<file path="src/rtl/pipeline_stall_ctrl_pkg.sv">
// rtl/pipeline_stall_ctrl_pkg.sv - shared types and widths for the pipeline stall controller
package pipeline_stall_ctrl_pkg;

    localparam int MISS_CNT_W  = 8;
    localparam int STALL_CNT_W = 16;
    localparam int REG_ADDR_W  = 5;

    typedef enum logic [1:0] {
        RUN   = 2'd0,
        DMISS = 2'd1,
        IMISS = 2'd2
    } state_t;

    typedef struct packed {
        logic pc_we;
        logic if_id_we;
        logic id_ex_we;
        logic ex_mem_we;
        logic if_id_flush;
        logic id_ex_bubble;
        logic mem_wb_bubble;
    } ctrl_t;

    // Every stage advances, nothing is squashed.
    localparam ctrl_t CTRL_RUN   = ctrl_t'{1'b1, 1'b1, 1'b1, 1'b1, 1'b0, 1'b0, 1'b0};
    // Nothing advances and every pipeline register is loaded with a NOP.
    localparam ctrl_t CTRL_RESET = ctrl_t'{1'b0, 1'b0, 1'b0, 1'b0, 1'b1, 1'b1, 1'b1};

    function automatic logic is_miss_state(input state_t s);
        return (s == DMISS) || (s == IMISS);
    endfunction

endpackage

</file>
<file path="src/rtl/pipeline_stall_ctrl_if.sv">
// rtl/pipeline_stall_ctrl_if.sv - hazard inputs and stage controls between datapath and stall controller
interface pipeline_stall_ctrl_if;

    logic                                          instruction_hit;
    logic                                          data_hit;
    logic                                          mem_access;
    logic                                          id_ex_memread;
    logic [pipeline_stall_ctrl_pkg::REG_ADDR_W-1:0] id_ex_rt;
    logic [pipeline_stall_ctrl_pkg::REG_ADDR_W-1:0] if_id_rs;
    logic [pipeline_stall_ctrl_pkg::REG_ADDR_W-1:0] if_id_rt;
    logic                                          branch_taken;

    logic                                          pc_we;
    logic                                          if_id_we;
    logic                                          id_ex_we;
    logic                                          ex_mem_we;
    logic                                          if_id_flush;
    logic                                          id_ex_bubble;
    logic                                          mem_wb_bubble;
    logic                                          miss_timeout;

    // Datapath side: reports hazards, obeys stage controls.
    modport master (
        output instruction_hit, data_hit, mem_access, id_ex_memread,
               id_ex_rt, if_id_rs, if_id_rt, branch_taken,
        input  pc_we, if_id_we, id_ex_we, ex_mem_we,
               if_id_flush, id_ex_bubble, mem_wb_bubble, miss_timeout
    );

    // Controller side.
    modport slave (
        input  instruction_hit, data_hit, mem_access, id_ex_memread,
               id_ex_rt, if_id_rs, if_id_rt, branch_taken,
        output pc_we, if_id_we, id_ex_we, ex_mem_we,
               if_id_flush, id_ex_bubble, mem_wb_bubble, miss_timeout
    );

endinterface

</file>
<file path="src/rtl/pipeline_stall_ctrl_hazard_detect.sv">
// rtl/pipeline_stall_ctrl_hazard_detect.sv - load-use hazard comparator
module hazard_detect
    import pipeline_stall_ctrl_pkg::*;
(
    input  logic                  id_ex_memread,
    input  logic [REG_ADDR_W-1:0] id_ex_rt,
    input  logic [REG_ADDR_W-1:0] if_id_rs,
    input  logic [REG_ADDR_W-1:0] if_id_rt,
    output logic                  load_use
);

    // Register 0 is hardwired, so a load targeting it can never create a dependency.
    assign load_use = id_ex_memread && (id_ex_rt != '0) &&
                      ((id_ex_rt == if_id_rs) || (id_ex_rt == if_id_rt));

endmodule

</file>
<file path="src/rtl/pipeline_stall_ctrl.sv">
// rtl/pipeline_stall_ctrl.sv - pipeline stall/flush controller; STALL_CNT_EN adds the stall_cnt port
module pipeline_stall_ctrl
    import pipeline_stall_ctrl_pkg::*;
(
    input  logic                   clk,
    input  logic                   rst_n,
    pipeline_stall_ctrl_if.slave   bus
`ifdef STALL_CNT_EN
    ,
    output logic [STALL_CNT_W-1:0] stall_cnt
`endif
);

    state_t                state_q;
    state_t                state_d;
    ctrl_t                 ctrl;
    logic [MISS_CNT_W-1:0] miss_cnt_q;
    logic                  timeout_q;
    logic                  load_use;
    logic                  d_miss;
    logic                  i_miss;
    logic                  miss_sat;

    hazard_detect u_hazard_detect (
        .id_ex_memread (bus.id_ex_memread),
        .id_ex_rt      (bus.id_ex_rt),
        .if_id_rs      (bus.if_id_rs),
        .if_id_rt      (bus.if_id_rt),
        .load_use      (load_use)
    );

    // Once in DMISS the outstanding access is ours regardless of what mem_access shows now.
    assign d_miss   = !bus.data_hit && (bus.mem_access || (state_q == DMISS));
    assign i_miss   = !bus.instruction_hit;
    assign miss_sat = is_miss_state(state_q) && (miss_cnt_q == '1);

    // Mealy control decode by priority: D-miss, load-use, taken branch, I-miss.
    always_comb begin
        ctrl    = CTRL_RUN;
        state_d = RUN;
        if (!rst_n) begin
            ctrl    = CTRL_RESET;
            state_d = RUN;
        end else if (d_miss) begin
            ctrl.pc_we         = 1'b0;
            ctrl.if_id_we      = 1'b0;
            ctrl.id_ex_we      = 1'b0;
            ctrl.ex_mem_we     = 1'b0;
            ctrl.mem_wb_bubble = 1'b1;
            state_d            = DMISS;
        end else if (load_use) begin
            // One-cycle bubble; an I-miss still waiting keeps its state.
            ctrl.pc_we        = 1'b0;
            ctrl.if_id_we     = 1'b0;
            ctrl.id_ex_bubble = 1'b1;
            state_d           = ((state_q == IMISS) && i_miss) ? IMISS : RUN;
        end else if (bus.branch_taken) begin
            // Redirected fetch supersedes any pending I-miss.
            ctrl.if_id_flush = 1'b1;
            state_d          = RUN;
        end else if (i_miss) begin
            ctrl.pc_we       = 1'b0;
            ctrl.if_id_flush = 1'b1;
            state_d          = IMISS;
        end
    end

    // State, miss-wait counter and sticky timeout flag.
    always_ff @(posedge clk) begin
        if (!rst_n) begin
            state_q    <= RUN;
            miss_cnt_q <= '0;
            timeout_q  <= 1'b0;
        end else begin
            state_q <= state_d;
            if (is_miss_state(state_d) && (state_d != state_q)) begin
                miss_cnt_q <= '0;
            end else if (is_miss_state(state_q) && (miss_cnt_q != '1)) begin
                miss_cnt_q <= miss_cnt_q + MISS_CNT_W'(1);
            end
            if (miss_sat) begin
                timeout_q <= 1'b1;
            end
        end
    end

    assign bus.pc_we         = ctrl.pc_we;
    assign bus.if_id_we      = ctrl.if_id_we;
    assign bus.id_ex_we      = ctrl.id_ex_we;
    assign bus.ex_mem_we     = ctrl.ex_mem_we;
    assign bus.if_id_flush   = ctrl.if_id_flush;
    assign bus.id_ex_bubble  = ctrl.id_ex_bubble;
    assign bus.mem_wb_bubble = ctrl.mem_wb_bubble;
    // Flag shows in the very cycle the counter saturates, then holds until reset.
    assign bus.miss_timeout  = timeout_q || (rst_n && miss_sat);

`ifdef STALL_CNT_EN
    // Free-running count of cycles the PC was held, wrapping at full scale.
    always_ff @(posedge clk) begin
        if (!rst_n) begin
            stall_cnt <= '0;
        end else if (!ctrl.pc_we) begin
            stall_cnt <= stall_cnt + STALL_CNT_W'(1);
        end
    end
`endif

endmodule

</file>
<file path="src/flat_wrapper.sv">
// flat-port wrapper written by rule: the top's interface ports become plain ports
module pipeline_stall_ctrl_flat import pipeline_stall_ctrl_pkg::*;
  (clk, rst_n, bus_instruction_hit, bus_data_hit, bus_mem_access, bus_id_ex_memread, bus_id_ex_rt, bus_if_id_rs, bus_if_id_rt, bus_branch_taken, bus_pc_we, bus_if_id_we, bus_id_ex_we, bus_ex_mem_we, bus_if_id_flush, bus_id_ex_bubble, bus_mem_wb_bubble, bus_miss_timeout);
  pipeline_stall_ctrl_if bus_i ();
  input  logic clk;
  input  logic rst_n;
  input wire logic [$bits(bus_i.instruction_hit)-1:0] bus_instruction_hit;
  input wire logic [$bits(bus_i.data_hit)-1:0] bus_data_hit;
  input wire logic [$bits(bus_i.mem_access)-1:0] bus_mem_access;
  input wire logic [$bits(bus_i.id_ex_memread)-1:0] bus_id_ex_memread;
  input wire logic [$bits(bus_i.id_ex_rt)-1:0] bus_id_ex_rt;
  input wire logic [$bits(bus_i.if_id_rs)-1:0] bus_if_id_rs;
  input wire logic [$bits(bus_i.if_id_rt)-1:0] bus_if_id_rt;
  input wire logic [$bits(bus_i.branch_taken)-1:0] bus_branch_taken;
  output wire logic [$bits(bus_i.pc_we)-1:0] bus_pc_we;
  output wire logic [$bits(bus_i.if_id_we)-1:0] bus_if_id_we;
  output wire logic [$bits(bus_i.id_ex_we)-1:0] bus_id_ex_we;
  output wire logic [$bits(bus_i.ex_mem_we)-1:0] bus_ex_mem_we;
  output wire logic [$bits(bus_i.if_id_flush)-1:0] bus_if_id_flush;
  output wire logic [$bits(bus_i.id_ex_bubble)-1:0] bus_id_ex_bubble;
  output wire logic [$bits(bus_i.mem_wb_bubble)-1:0] bus_mem_wb_bubble;
  output wire logic [$bits(bus_i.miss_timeout)-1:0] bus_miss_timeout;
  assign bus_i.instruction_hit = bus_instruction_hit;
  assign bus_i.data_hit = bus_data_hit;
  assign bus_i.mem_access = bus_mem_access;
  assign bus_i.id_ex_memread = bus_id_ex_memread;
  assign bus_i.id_ex_rt = bus_id_ex_rt;
  assign bus_i.if_id_rs = bus_if_id_rs;
  assign bus_i.if_id_rt = bus_if_id_rt;
  assign bus_i.branch_taken = bus_branch_taken;
  assign bus_pc_we = bus_i.pc_we;
  assign bus_if_id_we = bus_i.if_id_we;
  assign bus_id_ex_we = bus_i.id_ex_we;
  assign bus_ex_mem_we = bus_i.ex_mem_we;
  assign bus_if_id_flush = bus_i.if_id_flush;
  assign bus_id_ex_bubble = bus_i.id_ex_bubble;
  assign bus_mem_wb_bubble = bus_i.mem_wb_bubble;
  assign bus_miss_timeout = bus_i.miss_timeout;
  pipeline_stall_ctrl u_core (.clk(clk), .rst_n(rst_n), .bus(bus_i));
endmodule
</file>
<file path="config.mk">
export PLATFORM = sky130hd
export DESIGN_NAME = pipeline_stall_ctrl_flat
export DESIGN_NICKNAME = d
export VERILOG_FILES = /design/src/rtl/pipeline_stall_ctrl_pkg.sv /design/src/rtl/pipeline_stall_ctrl_if.sv /design/src/rtl/pipeline_stall_ctrl_hazard_detect.sv /design/src/rtl/pipeline_stall_ctrl.sv /design/src/flat_wrapper.sv
export SDC_FILE = /design/constraint.sdc
export NUM_CORES = 1
export LEC_CHECK = 0
export CAP_MARGIN = 15
export CORE_ASPECT_RATIO = 0.8
export CORE_MARGIN = 5
export CORE_UTILIZATION = 47
export DETAILED_ROUTE_END_ITERATION = 10
export GPL_TIMING_DRIVEN = 0
export PLACE_DENSITY = 0.94
export SLEW_MARGIN = 20
export SYNTH_ARGS = -nofsm -noshare
export SYNTH_HDL_FRONTEND = slang
export SYNTH_SLANG_ARGS = --single-unit
</file>
<file path="constraint.sdc">
create_clock -name clk -period 3.5 [get_ports clk]
set_input_delay 0.35 -clock clk [delete_from_list [all_inputs] [get_ports clk]]
set_output_delay 0.35 -clock clk [all_outputs]
set_load 0.02 [all_outputs]
</file>
Word level (Yosys, flattened, before mapping)
Index checks and enable logic that the tools add are counted.
{ "totals": {"output_inout_bits": 8, "input_bits": 22, "regBits": 11} }
{ "classes": {"reduce_logical": 17, "bitwise": 1, "mux": 19, "addsub": 1, "n_eq_ne": 9} }
{ "op_table": {"columns": ["op", "count"], "rows": [
  ["two-way mux 2 bit", 9],
  ["== test 5 bit", 2],
  ["two-way mux 1 bit", 9],
  ["adder 8 x 1 -> 8 bit, second input constant", 1],
  ["== test 8 bit, second input constant", 1],
  ["logical AND 1 bit", 8],
  ["inequality test 8 bit, second input constant", 1],
  ["two-way mux 7 bit", 1],
  ["logical OR 1 bit", 5],
  ["nonzero test 5 bit", 1],
  ["== test 2 x 1 -> 1 bit, second input constant", 2],
  ["== test 2 bit, second input constant", 2],
  ["zero test 1 bit", 2],
  ["inequality test 2 bit", 1],
  ["OR reduction 2 bit", 1],
  ["inverter 1 bit", 1]
]} }

Longest topological paths before layout
Gate-level depths: netlist of run 1.
{ "logic_depth": {"word_depth": 10, "depth_mapped": 7} }

Hierarchy
Synthesis of run 1 repeated with hierarchy kept, for this count alone.
{ "unflattened": {"cells_unflattened": 91, "area_unflattened_um2": 778.2} }
{ "modules_own_cells": {"columns": ["mod", "cells_each", "n_inst", "area_each_um2"], "rows": [
  ["pipeline_stall_ctrl", 74, 1, 653.1],
  ["hazard_detect", 17, 1, 125.1]
]} }

Worst setup path after synthesis of run 1
Ideal clock, no wire load.
{ "synth_timing": {"path_kind": "input -> output", "from": "in bus_id_ex_rt[1]", "to": "out bus_pc_we", "required_time_ps": 3150, "arrival_time_ps": 1779, "path_slack_ps": 1371, "cell_stages": 4, "path_cell_list": "or4_4 -> o21ai_2 -> and2b_2 -> nor3_1"} }
{ "synth_via": {"elab_chain_cells": 6, "word_cells_on_any_way": 9} }
{ "synth_rtl": {"columns": ["element", "line", "text"], "rows": [
  ["start: declaration", "flat_wrapper.sv:11", "input wire logic [$bits(bus_i.id_ex_rt)-1:0] bus_id_ex_rt;"],
  ["== test 5 bit / nonzero test 5 bit (equally long branches)", "pipeline_stall_ctrl_hazard_detect.sv:14, pipeline_stall_ctrl_hazard_detect.sv:13", null],
  ["logical OR 1 bit / logical AND 1 bit (equally long branches)", "pipeline_stall_ctrl_hazard_detect.sv:14, pipeline_stall_ctrl_hazard_detect.sv:13", null],
  ["logical AND 1 bit (*)", "pipeline_stall_ctrl_hazard_detect.sv:13", "assign load_use = id_ex_memread && (id_ex_rt != '0) &&"],
  ["two-way mux 1 bit (*)", "pipeline_stall_ctrl.sv:51", "end else if (load_use) begin"],
  ["two-way mux 2 bit (*)", "pipeline_stall_ctrl.sv:44", "end else if (d_miss) begin"],
  ["two-way mux 7 bit (*)", "pipeline_stall_ctrl.sv:41", "if (!rst_n) begin"],
  ["end: declaration", "flat_wrapper.sv:15", "output wire logic [$bits(bus_i.pc_we)-1:0] bus_pc_we;"]
]} }
Mark *: on every way between the ends. The rest lies on a longest branch, timed or not.

Worst setup path in the final report of run 1
Same ends and word-level chain as after synthesis.

==> impl_metrics.csv, run 1 <==
group,metric,value,unit
place,pre_cts_slack,0.505,ns
worst_setup_path,endpoint_kind,"primary output",
synthesis,syn-num-nets,125,
synthesis,yosysTopAreaCell,"sky130_fd_sc_hd__dfxtp_1",
detailed_routing,iteration_0_drc_count_of_the_detailed_router,15,
detailed_routing,postRouteAntennaNets,0,
synthesis,yosys_most_used_dff,"sky130_fd_sc_hd__dfxtp_1",
detailed_routing,dr.pass1.iters,4,
timing,post-route-period-util,0.858,
hold_path,hold_path_startpoint,"u_core.timeout_q",
synthesis,synth.most_common_cell,"sky130_fd_sc_hd__xnor2_1",
worst_setup_path,crit_path_max_incr_delay,0.63,ns
clocking,h-tree-depth,1,
hold_path,timing.hold.worst_endpoint,"u_core.timeout_q",
worst_setup_path,crit_chain,"clkdlybuf4s50_1 > or4_4 > o21ai_2 > and2b_2 > nor3_1 > clkdlybuf4s50_1",
worst_setup_path,worst-endpoint-required,3.15,ns
run_status,run_status,"finished, final reports clean",
timing,tightestPinTransition,0.597,ns
detailed_routing,post-route-drc-count,0,
grt,grt_start_max_net_pins,9,
final_layout,flow.area_growth_from_synthesis,42.7,%
synthesis,mean_area_per_synthesized_cell,8.20,µm²
final_layout,nFillCells,112,
timing,unrepaired_setup_endpoints_after_global_routing,"false",
place,portBuffers,29,
die,die_height,47.4,µm
grt,globalRouteOverflowTotal,0,
worst_setup_path,regToRegSetupSlack,1.55,ns
final_layout,multiInputGateArea,572,µm²
timing,timing.final.crit_period,3.00,ns
detailed_routing,detail_route.wirelength,2.02,mm
die,floorplan.io_pins,30,
clocking,post_cts.repair.setup_buffers,0,
detailed_routing,routed_wire_length_per_instance,13.1,µm
detailed_routing,routed_via_density,5.14,
clocking,cts_max_path_buffers,2,
clocking,ctsRootBufferMaster,"sky130_fd_sc_hd__clkbuf_4",
worst_setup_path,crit_fanout,5,
worst_setup_path,path_class,"in2out",
synthesis,postSynthRegisterBits,11,
synthesis,synth-warning-count,0,
timing,crit_path_setup_slack_layout,0.497,ns
timing,achievable-frequency,333,MHz
die,fp.dieArea,2680,µm²
synthesis,number_of_enable_type_register_cells_in_the_synthesized_netlist,0,
clocking,cts_repair_resize_count,0,
die,core,1640,µm²
grt,global_route_wire_length_before_repair,3.43,mm
timing,final-max-slew-violation-count,0,
pwr,static_leak,0.442,nW
final_layout,layout_cell_share_with_drive_strength_beyond_1,0.105,
detailed_routing,routed-via-count,797,
worst_setup_path,crit_path_top_delay_cell,"sky130_fd_sc_hd__clkdlybuf4s50_1",
timing,timing.setup.tns,0,ns
grt,antenna_found_initial,0,
worst_setup_path,worstSetupStartpoint,"bus_id_ex_rt[1]",
synthesis,netlist.area_leader.share,0.269,
synthesis,yosysSeqAreaShare,0.269,
pwr,power_density,262,nW/µm²
timing,slew_hr,0.602,
synthesis,synth_common_cells,"sky130_fd_sc_hd__xnor2_1 (12), sky130_fd_sc_hd__dfxtp_1 (11), sky130_fd_sc_hd__nor2_1 (11)",
synthesis,synth_cell_type_count,37,
die,die_width,56.7,µm
clocking,number_of_clock_buffers_inserted_by_tritoncts,3,
synthesis,synth_top_cells_by_area,"sky130_fd_sc_hd__dfxtp_1 (27%), sky130_fd_sc_hd__xnor2_1 (13%), sky130_fd_sc_hd__nor2_1 (5.0%)",
die,start_util,0.499,
job,max_cap_violations,0,
worst_setup_path,worst_r2r_endpoint,"u_core.miss_cnt_q[6]",
synthesis,synthCells,100,
pwr,total_power,306,µW
worst_setup_path,worst_r2r_startpoint,"u_core.state_q[1]",
final_layout,register_area,220,µm²
clocking,clk_transition_reported_paths,0.07,ns
place,place_hpwl,1.64,mm
die,rows,13,
synthesis,synth_area,820,µm²
place,place_congestion,0.842,
timing,number_of_failing_setup_endpoints_in_the_final_timing_report,0,
clocking,worstSkewPairLatency,0.27,ns
timing,report.final.hold_viol_count,0,
worst_setup_path,r2r.worst_path.cells,6,
clocking,clock_sink_count,11,
clocking,clock_tree_from_tritoncts,"done",
grt,grt_use_total,0.171,
worst_setup_path,worst_path_arrival_time,2.65,ns
worst_setup_path,critical_path.startpoint_type,"input port",
synthesis,synth_async_sr_flop_share,0,
worst_setup_path,crit_top_cell,"sky130_fd_sc_hd__clkdlybuf4s50_1",
grt,grt_pass1_vias,790,
hold_path,whs_path_depth,2,
final_layout,ant_diodes,0,
hold_path,timing.hold.worst.class,"reg2reg",
timing,worst_clock_skew,0.00559,ns
pwr,max-vdd-ir-drop,0.180,mV
clocking,ctsHoldBuffers,0,
final_layout,finish.net_count,159,
==> sequential cells by signal, summed over array words and instances, names as in the netlist <==
register and cells:
u_core.timeout_q 1, u_core.miss_cnt_q 8, u_core.state_q 2
==> metrics by stage <==
stage	util	cells	hold WS (ns)	instance area, µm²
floorplan	-	100	0.472	820
global placement	0.692	151	0.525	1140
detailed placement	0.692	151	0.537	1140
CTS	0.708	155	0.553	1160
global route	0.712	155	0.569	1170
finish	0.712	155	0.554	1170
==> cell type report <==
class,count,share of cell area
Timing Repair Buffer,29,0.248
Sequential cell,11,0.188
Tap cell,22,0.0235
Buffer,1,0.00642
Clock buffer,4,0.0225
Multi-Input combinational cell,81,0.489
Inverter,7,0.0225
==> placed cells by master (no fill, tap or decap), drive strengths merged, types with 2 or more instances in the layout <==
master / n
a21oi: 3
and2: 2
clkbuf: 4
clkdlybuf4s50: 29
dfxtp: 11
ha: 3
inv: 7
mux2: 2
nand2: 10
nand3: 2
nand3b: 2
nor2: 11
nor2b: 3
nor3: 5
o211ai: 2
o21ai: 5
xnor2: 12
xor2: 2
==> logic make-up after synthesis <==
logic type / share of synthesized area
flops: 0.269
compound gates: 0.144
buf+inv: 0.0412
mux: 0.0443
simple gates: 0.307
xor+xnor: 0.150
fa+ha+maj: 0.0458
==> critical path: cells and delay by family <==
| family | cells | cell delay (ns) |
|---|---|---|
| AO/OA/AOI/OAI | 1 | 0.18 |
| buffers and inverters | 2 | 1.10 |
| AND/OR/NAND/NOR | 3 | 1.03 |
==> per-layer routing <==
metal,global-route usage,vias to the layer above,share of wire
li1,-,413,-
met3,0.0577,4,0.061
met1,0.173,357,0.41
met5,0,-,0
met2,0.325,23,0.51
met4,0.0900,0,0.014
==> where the power goes <==
group          leakage (nW)  internal (mW)  switching, mW  total, mW
clock network        0.0150         0.0442         0.0427     0.0869
logic                 0.338         0.0513         0.0393     0.0905
registers            0.0890          0.127        0.00172      0.129
==> worst max path at each step <==
stage / depth (start not counted) / endpoint / slack, ns
floorplan: 4 / bus_pc_we / 1.37
global placement: 6 / bus_pc_we / 0.52
detailed placement: 6 / bus_pc_we / 0.50
CTS: 6 / bus_pc_we / 0.50
global route: 6 / bus_pc_we / 0.36
finish: 6 / bus_pc_we / 0.50
(Power assumes the default switching activity.)
==> inputs of run 2 (changes only) <==
--- a/config.mk
+++ b/config.mk
@@ -12,6 +12,9 @@
 export DETAILED_ROUTE_END_ITERATION = 10
 export GPL_TIMING_DRIVEN = 0
 export PLACE_DENSITY = 0.94
+export RECOVER_POWER = 100
+export REMOVE_ABC_BUFFERS = 1
+export SETUP_SLACK_MARGIN = 0.5
 export SLEW_MARGIN = 20
 export SYNTH_ARGS = -nofsm -noshare
 export SYNTH_HDL_FRONTEND = slang
==> impl_metrics.csv, run 2 (synthesis results as in run 1) <==
group,metric,value,unit
run_status,run_status,"finished, final reports clean",
place,pre_cts_slack,0.485,ns
clocking,clock_sink_count,11,
grt,grt_pass1_vias,805,
timing,report.final.hold_viol_count,0,
hold_path,timing.hold.worst.class,"reg2reg",
hold_path,whs_path_depth,2,
place,dpl.cell_count,150,
die,core,1640,µm²
final_layout,largest-register,"u_core.miss_cnt_q",
pwr,max-vdd-ir-drop,0.200,mV
detailed_routing,routed-via-count,801,
detailed_routing,dr.pass1.iters,4,
timing,timing.setup.tns,0,ns
worst_setup_path,worst-endpoint-required,3.15,ns
die,start_util,0.499,
final_layout,nFillCells,126,
worst_setup_path,critical_path.startpoint_type,"input port",
timing,final-max-slew-violation-count,0,
clocking,ctsHoldBuffers,0,
detailed_routing,iteration_0_drc_count_of_the_detailed_router,14,
place,place_hpwl,1.74,mm
worst_setup_path,regToRegSetupSlack,1.20,ns
timing,achievable-frequency,319,MHz
final_layout,largest_register_ff_count,8,
place,placedInstanceArea,1130,µm²
final_layout,final-instance-count-excl-fill,154,
grt,global_route_wire_length_before_repair,3.53,mm
die,floorplan.io_pins,30,
timing,crit_path_setup_slack_layout,0.364,ns
hold_path,hold_path_startpoint,"u_core.timeout_q",
timing,worst_clock_skew,0.00503,ns
die,rows,13,
place,portBuffers,29,
final_layout,mostFrequentLayoutCell,"sky130_fd_sc_hd__clkdlybuf4s50_1",
final_layout,postLayoutCoreUtil,0.683,
pwr,power_density,267,nW/µm²
die,die_width,56.7,µm
hold_path,timing.hold.worst_endpoint,"u_core.timeout_q",
die,fp.dieArea,2680,µm²
clocking,ctsRootBufferMaster,"sky130_fd_sc_hd__clkbuf_4",
place,place_congestion,0.793,
worst_setup_path,crit_fanout,5,
worst_setup_path,worst_r2r_startpoint,"u_core.state_q[1]",
pwr,total_power,300,µW
clocking,cts_repair_resize_count,1,
timing,timing.final.crit_period,3.14,ns
detailed_routing,postRouteAntennaNets,0,
grt,globalRouteOverflowTotal,0,
final_layout,flow.area_growth_from_synthesis,36.9,%
clocking,number_of_clock_buffers_inserted_by_tritoncts,3,
final_layout,cell_area_after_layout,1120,µm²
worst_setup_path,endpoint_kind,"primary output",
timing,slew_hr,0.362,
worst_setup_path,path_class,"in2out",
final_layout,finish.net_count,158,
final_layout,largestRegisters,"u_core.miss_cnt_q x8, u_core.state_q x2, u_core.timeout_q x1",
clocking,post_cts.repair.setup_buffers,0,
detailed_routing,routed_wire_length_per_instance,13.5,µm
grt,grt_use_total,0.182,
clocking,clk_transition_reported_paths,0.07,ns
die,die_height,47.4,µm
worst_setup_path,r2r.worst_path.cells,6,
timing,unrepaired_setup_endpoints_after_global_routing,"false",
clocking,clock_tree_from_tritoncts,"done",
detailed_routing,post-route-drc-count,0,
final_layout,most-common-layout-cells,"sky130_fd_sc_hd__clkdlybuf4s50_1 (22), sky130_fd_sc_hd__xnor2_1 (12), sky130_fd_sc_hd__nor2_1 (11), sky130_fd_sc_hd__dfxtp_1 (11), sky130_fd_sc_hd__nand2_1 (10)",
timing,tightestPinTransition,0.950,ns
worst_setup_path,worst_path_arrival_time,2.79,ns
pwr,static_leak,0.435,nW
grt,grt_start_max_net_pins,9,
detailed_routing,detail_route.wirelength,2.08,mm
worst_setup_path,worst_r2r_endpoint,"u_core.miss_cnt_q[6]",
timing,number_of_failing_setup_endpoints_in_the_final_timing_report,0,
timing,finalHoldWorstSlack,0.564,ns
clocking,worstSkewPairLatency,0.28,ns
timing,post-route-period-util,0.896,
grt,antenna_found_initial,0,
detailed_routing,routed_via_density,5.20,
clocking,cts_max_path_buffers,2,
clocking,h-tree-depth,1,
job,max_cap_violations,0,
final_layout,layout_cell_share_with_drive_strength_beyond_1,0.0530,
final_layout,ant_diodes,0,
## run 2: changes by cell type in the layout (fill, tap and decap cells not counted), sizes merged
cell	before	now
buf	1	0
clkbuf	4	5
clkdlybuf4s50	29	22
dlygate4sd2	0	1
dlygate4sd3	0	5
## run 2: critical path: stages
cell	delay [ns]
sky130_fd_sc_hd__clkdlybuf4s50_1	0.47
sky130_fd_sc_hd__or4_4	0.55
sky130_fd_sc_hd__o21ai_0	0.30
sky130_fd_sc_hd__and2b_1	0.28
sky130_fd_sc_hd__a21o_1	0.18
sky130_fd_sc_hd__dlygate4sd3_1	0.65
## run 2: metal layers
metal  global-route usage  vias up  wire [µm]
met5                    0        -          0
met3               0.0549        4         87
met2                0.348       20       1090
met4                0.109        0         47
met1                0.182      363        863
li1                     -      414          -
## run 2: worst max path at each step
stage	slack (ns)	start	to
global route	0.27	bus_id_ex_rt[1]	bus_id_ex_bubble
finish	0.36	bus_id_ex_rt[1]	bus_id_ex_bubble
floorplan	1.37	bus_id_ex_rt[1]	bus_pc_we
detailed placement	0.48	bus_id_ex_rt[1]	bus_pc_we
CTS	0.54	bus_id_ex_rt[1]	bus_if_id_flush
global placement	0.52	bus_id_ex_rt[1]	bus_pc_we
## run 2: area by class of cell
cell class	count	area, µm²	area share
clock buffer	4	26.3	0.0234
inverter	7	26.3	0.0234
multi-input combinational	81	539	0.480
sequential	11	220	0.196
tap	22	27.5	0.0245
timing repair buffer	29	283	0.252
## run 2: power breakdown
group	switching, mW	internal, mW	leakage, nW
clock	0.0440	0.0443	0.0150
combinational	0.0374	0.0456	0.331
sequential	0.00171	0.127	0.0890
==> inputs of run 3 (changes only) <==
--- a/config.mk
+++ b/config.mk
@@ -8,14 +8,15 @@
 export CAP_MARGIN = 15
 export CORE_ASPECT_RATIO = 0.8
 export CORE_MARGIN = 5
-export CORE_UTILIZATION = 47
+export CORE_UTILIZATION = 46
 export DETAILED_ROUTE_END_ITERATION = 10
 export GPL_TIMING_DRIVEN = 0
-export PLACE_DENSITY = 0.94
+export PLACE_DENSITY = 0.93
 export RECOVER_POWER = 100
 export REMOVE_ABC_BUFFERS = 1
 export SETUP_SLACK_MARGIN = 0.5
 export SLEW_MARGIN = 20
 export SYNTH_ARGS = -nofsm -noshare
 export SYNTH_HDL_FRONTEND = slang
+export SYNTH_HIERARCHICAL = 1
 export SYNTH_SLANG_ARGS = --single-unit
==> impl_metrics.csv, run 3 <==
group,metric,value,unit
worst_setup_path,worst_path_arrival_time,2.63,ns
synthesis,synth_simple_gate_area_frac,0.259,
clocking,post_cts.repair.setup_buffers,0,
hold_path,hold_path_startpoint,"u_core/timeout_q",
grt,globalRouteOverflowTotal,0,
synthesis,postSynthRegisterBits,11,
final_layout,flow.area_growth_from_synthesis,38.7,%
detailed_routing,detail_route.wirelength,1.96,mm
grt,antenna_found_initial,0,
worst_setup_path,endpoint_kind,"primary output",
final_layout,largest_register_ff_count,8,
synthesis,yosysSeqAreaShare,0.283,
timing,slew_hr,0.512,
die,core,1610,µm²
grt,grt_pass1_vias,743,
pwr,static_leak,0.429,nW
place,place_congestion,0.886,
job,max_cap_violations,0,
die,fp.dieArea,2620,µm²
detailed_routing,routed_wire_length_per_instance,13.5,µm
hold_path,timing.hold.worst_endpoint,"u_core/timeout_q",
clocking,ctsHoldBuffers,0,
synthesis,main_combinational_cell_family_by_area_after_synthesis,"simple AND/OR/NAND/NOR gates",
timing,report.final.hold_viol_count,0,
final_layout,mostFrequentLayoutCell,"sky130_fd_sc_hd__clkdlybuf4s50_1",
timing,number_of_failing_setup_endpoints_in_the_final_timing_report,0,
clocking,cts_max_path_buffers,2,
synthesis,synth_common_cells,"sky130_fd_sc_hd__nor2_1 (13), sky130_fd_sc_hd__dfxtp_1 (11), sky130_fd_sc_hd__xor2_1 (9)",
synthesis,synth_area,778,µm²
synthesis,synth_fa_ha_area_frac,0.0482,
worst_setup_path,path_class,"in2out",
worst_setup_path,regToRegSetupSlack,1.46,ns
run_status,run_status,"finished, final reports clean",
die,die_height,46.8,µm
synthesis,synth_async_sr_flop_share,0,
detailed_routing,routed-via-count,764,
clocking,h-tree-depth,1,
final_layout,multiInputGateArea,503,µm²
synthesis,synth.most_common_cell,"sky130_fd_sc_hd__nor2_1",
synthesis,synth_cell_type_count,32,
timing,post-route-period-util,0.853,
hold_path,timing.hold.worst.class,"reg2reg",
final_layout,final-instance-count-excl-fill,145,
clocking,clock_sink_count,11,
worst_setup_path,worst_r2r_startpoint,"u_core/state_q[1]",
clocking,clock_tree_from_tritoncts,"done",
die,die_width,56.0,µm
detailed_routing,dr.pass1.iters,4,
timing,timing.final.crit_period,2.98,ns
synthesis,mean_area_per_synthesized_cell,8.55,µm²
hold_path,whs_path_depth,2,
synthesis,synth_top_cells_by_area,"sky130_fd_sc_hd__dfxtp_1 (28%), sky130_fd_sc_hd__xor2_1 (10%), sky130_fd_sc_hd__nor2_1 (6.3%)",
synthesis,yosys_most_used_dff,"sky130_fd_sc_hd__dfxtp_1",
clocking,number_of_clock_buffers_inserted_by_tritoncts,3,
synthesis,post_synthesis_xor_xnor_area_fraction,0.158,
die,rows,13,
place,dpl.cell_count,141,
timing,achievable-frequency,335,MHz
synthesis,yosysTopAreaCell,"sky130_fd_sc_hd__dfxtp_1",
clocking,clk_transition_reported_paths,0.07,ns
timing,timing.setup.tns,0,ns
place,place_hpwl,1.61,mm
final_layout,register_area,220,µm²
timing,worst_clock_skew,0.00353,ns
final_layout,largestRegisters,"u_core/miss_cnt_q x8, u_core/state_q x2, u_core/timeout_q x1",
clocking,worstSkewPairLatency,0.27,ns
synthesis,yosys-mux-area-fraction,0.0386,
place,portBuffers,29,
synthesis,synth-warning-count,6,
pwr,power_density,271,nW/µm²
die,start_util,0.483,
final_layout,layout_cell_share_with_drive_strength_beyond_1,0.0488,
synthesis,fraction_of_the_mapped_netlist_area_in_compound_gates,0.180,
synthesis,number_of_enable_type_register_cells_in_the_synthesized_netlist,0,
synthesis,synthCells,91,
worst_setup_path,critical_path.startpoint_type,"input port",
clocking,ctsRootBufferMaster,"sky130_fd_sc_hd__clkbuf_4",
pwr,total_power,293,µW
final_layout,finish.net_count,149,
detailed_routing,post-route-drc-count,0,
final_layout,ant_diodes,0,
pwr,max-vdd-ir-drop,0.201,mV
timing,final-max-slew-violation-count,0,
worst_setup_path,worst_r2r_endpoint,"u_core/miss_cnt_q[2]",
grt,grt_use_total,0.162,
final_layout,largest-register,"u_core/miss_cnt_q",
worst_setup_path,worst-endpoint-required,3.15,ns
final_layout,cell_area_after_layout,1080,µm²
detailed_routing,iteration_0_drc_count_of_the_detailed_router,37,
synthesis,netlist.area_leader.share,0.283,
worst_setup_path,crit_fanout,5,
place,placedInstanceArea,1090,µm²
timing,tightestPinTransition,0.732,ns
timing,unrepaired_setup_endpoints_after_global_routing,"false",
detailed_routing,routed_via_density,5.27,
final_layout,most-common-layout-cells,"sky130_fd_sc_hd__clkdlybuf4s50_1 (20), sky130_fd_sc_hd__nor2_1 (13), sky130_fd_sc_hd__dfxtp_1 (11)",
grt,grt_start_max_net_pins,9,
detailed_routing,postRouteAntennaNets,0,
final_layout,nFillCells,129,
die,floorplan.io_pins,30,
worst_setup_path,r2r.worst_path.cells,6,
clocking,cts_repair_resize_count,0,
grt,global_route_wire_length_before_repair,3.33,mm
==> run 3: changes by cell type in the layout (fill, tap and decap cells not counted), moves of 3 or more <==
cell,change
sky130_fd_sc_hd__xor2_1,+7
sky130_fd_sc_hd__xnor2_1,-7
sky130_fd_sc_hd__dlygate4sd3_1,+3
sky130_fd_sc_hd__nand2_1,-3
sky130_fd_sc_hd__nor3_1,-3
==> run 3: layout make-up <==
| cell class | count | share of cell area |
|---|---|---|
| Multi-Input combinational cell | 74 | 0.466 |
| Timing Repair Buffer | 29 | 0.263 |
| Tap cell | 22 | 0.0255 |
| Inverter | 5 | 0.0174 |
| Clock buffer | 4 | 0.0243 |
| Sequential cell | 11 | 0.204 |
==> run 3: how the worst max path moves through the flow <==
| stage | start | to | slack [ns] | cells past startpoint |
|---|---|---|---|---|
| 2_1_floorplan | u_core/state_q[1] | bus_pc_we | 1.40 | 6 |
| 3_3_place_gp | bus_id_ex_rt[1] | bus_pc_we | 0.64 | 7 |
| 4_1_cts | bus_id_ex_rt[1] | bus_pc_we | 0.60 | 7 |
| 3_5_place_dp | bus_id_ex_rt[1] | bus_pc_we | 0.60 | 7 |
| 5_1_grt | bus_id_ex_rt[0] | bus_if_id_flush | 0.32 | 9 |
| 6_report | bus_id_ex_rt[0] | bus_if_id_flush | 0.52 | 9 |
==> run 3: layer usage <==
layer / track usage / vias to the layer above / wire length, µm
met5: 0 / - / 0
met4: 0.0474 / 0 / 12
met3: 0.0467 / 2 / 90
met1: 0.191 / 363 / 867
li1: - / 379 / -
met2: 0.296 / 20 / 985
==> run 3: power by group <==
group	leakage (nW)	total [mW]	internal (mW)	switching, mW
sequential	0.0890	0.129	0.127	0.00195
combinational	0.325	0.0788	0.0427	0.0361
clock	0.0150	0.0852	0.0442	0.0410
==> run 3: per-stage QoR <==
step                worst slack (ns)  hold slack (ns)  utilization
finish                         0.516            0.506        0.671
global route                   0.317            0.536        0.671
CTS                            0.603            0.507        0.692
detailed placement             0.601            0.497        0.676
global placement               0.635            0.462        0.676
floorplan                       1.40            0.442            -
==> run 3: cells by family after synthesis <==
family,after synthesis
AO/OA/AOI/OAI,15
XOR/XNOR,14
adder cells (fa/ha/maj),3
buffers and inverters,6
flip-flops,11
multiplexers,3
AND/OR/NAND/NOR,39
==> run 3: worst max-delay path, stage by stage <==
cell	delay [ns]
sky130_fd_sc_hd__dlygate4sd3_1	0.59
sky130_fd_sc_hd__xor2_1	0.18
sky130_fd_sc_hd__nor3_1	0.19
sky130_fd_sc_hd__nand3_1	0.11
sky130_fd_sc_hd__a21oi_1	0.34
sky130_fd_sc_hd__a21oi_1	0.07
sky130_fd_sc_hd__nand2_1	0.09
sky130_fd_sc_hd__nand2_1	0.05
sky130_fd_sc_hd__dlygate4sd3_1	0.66
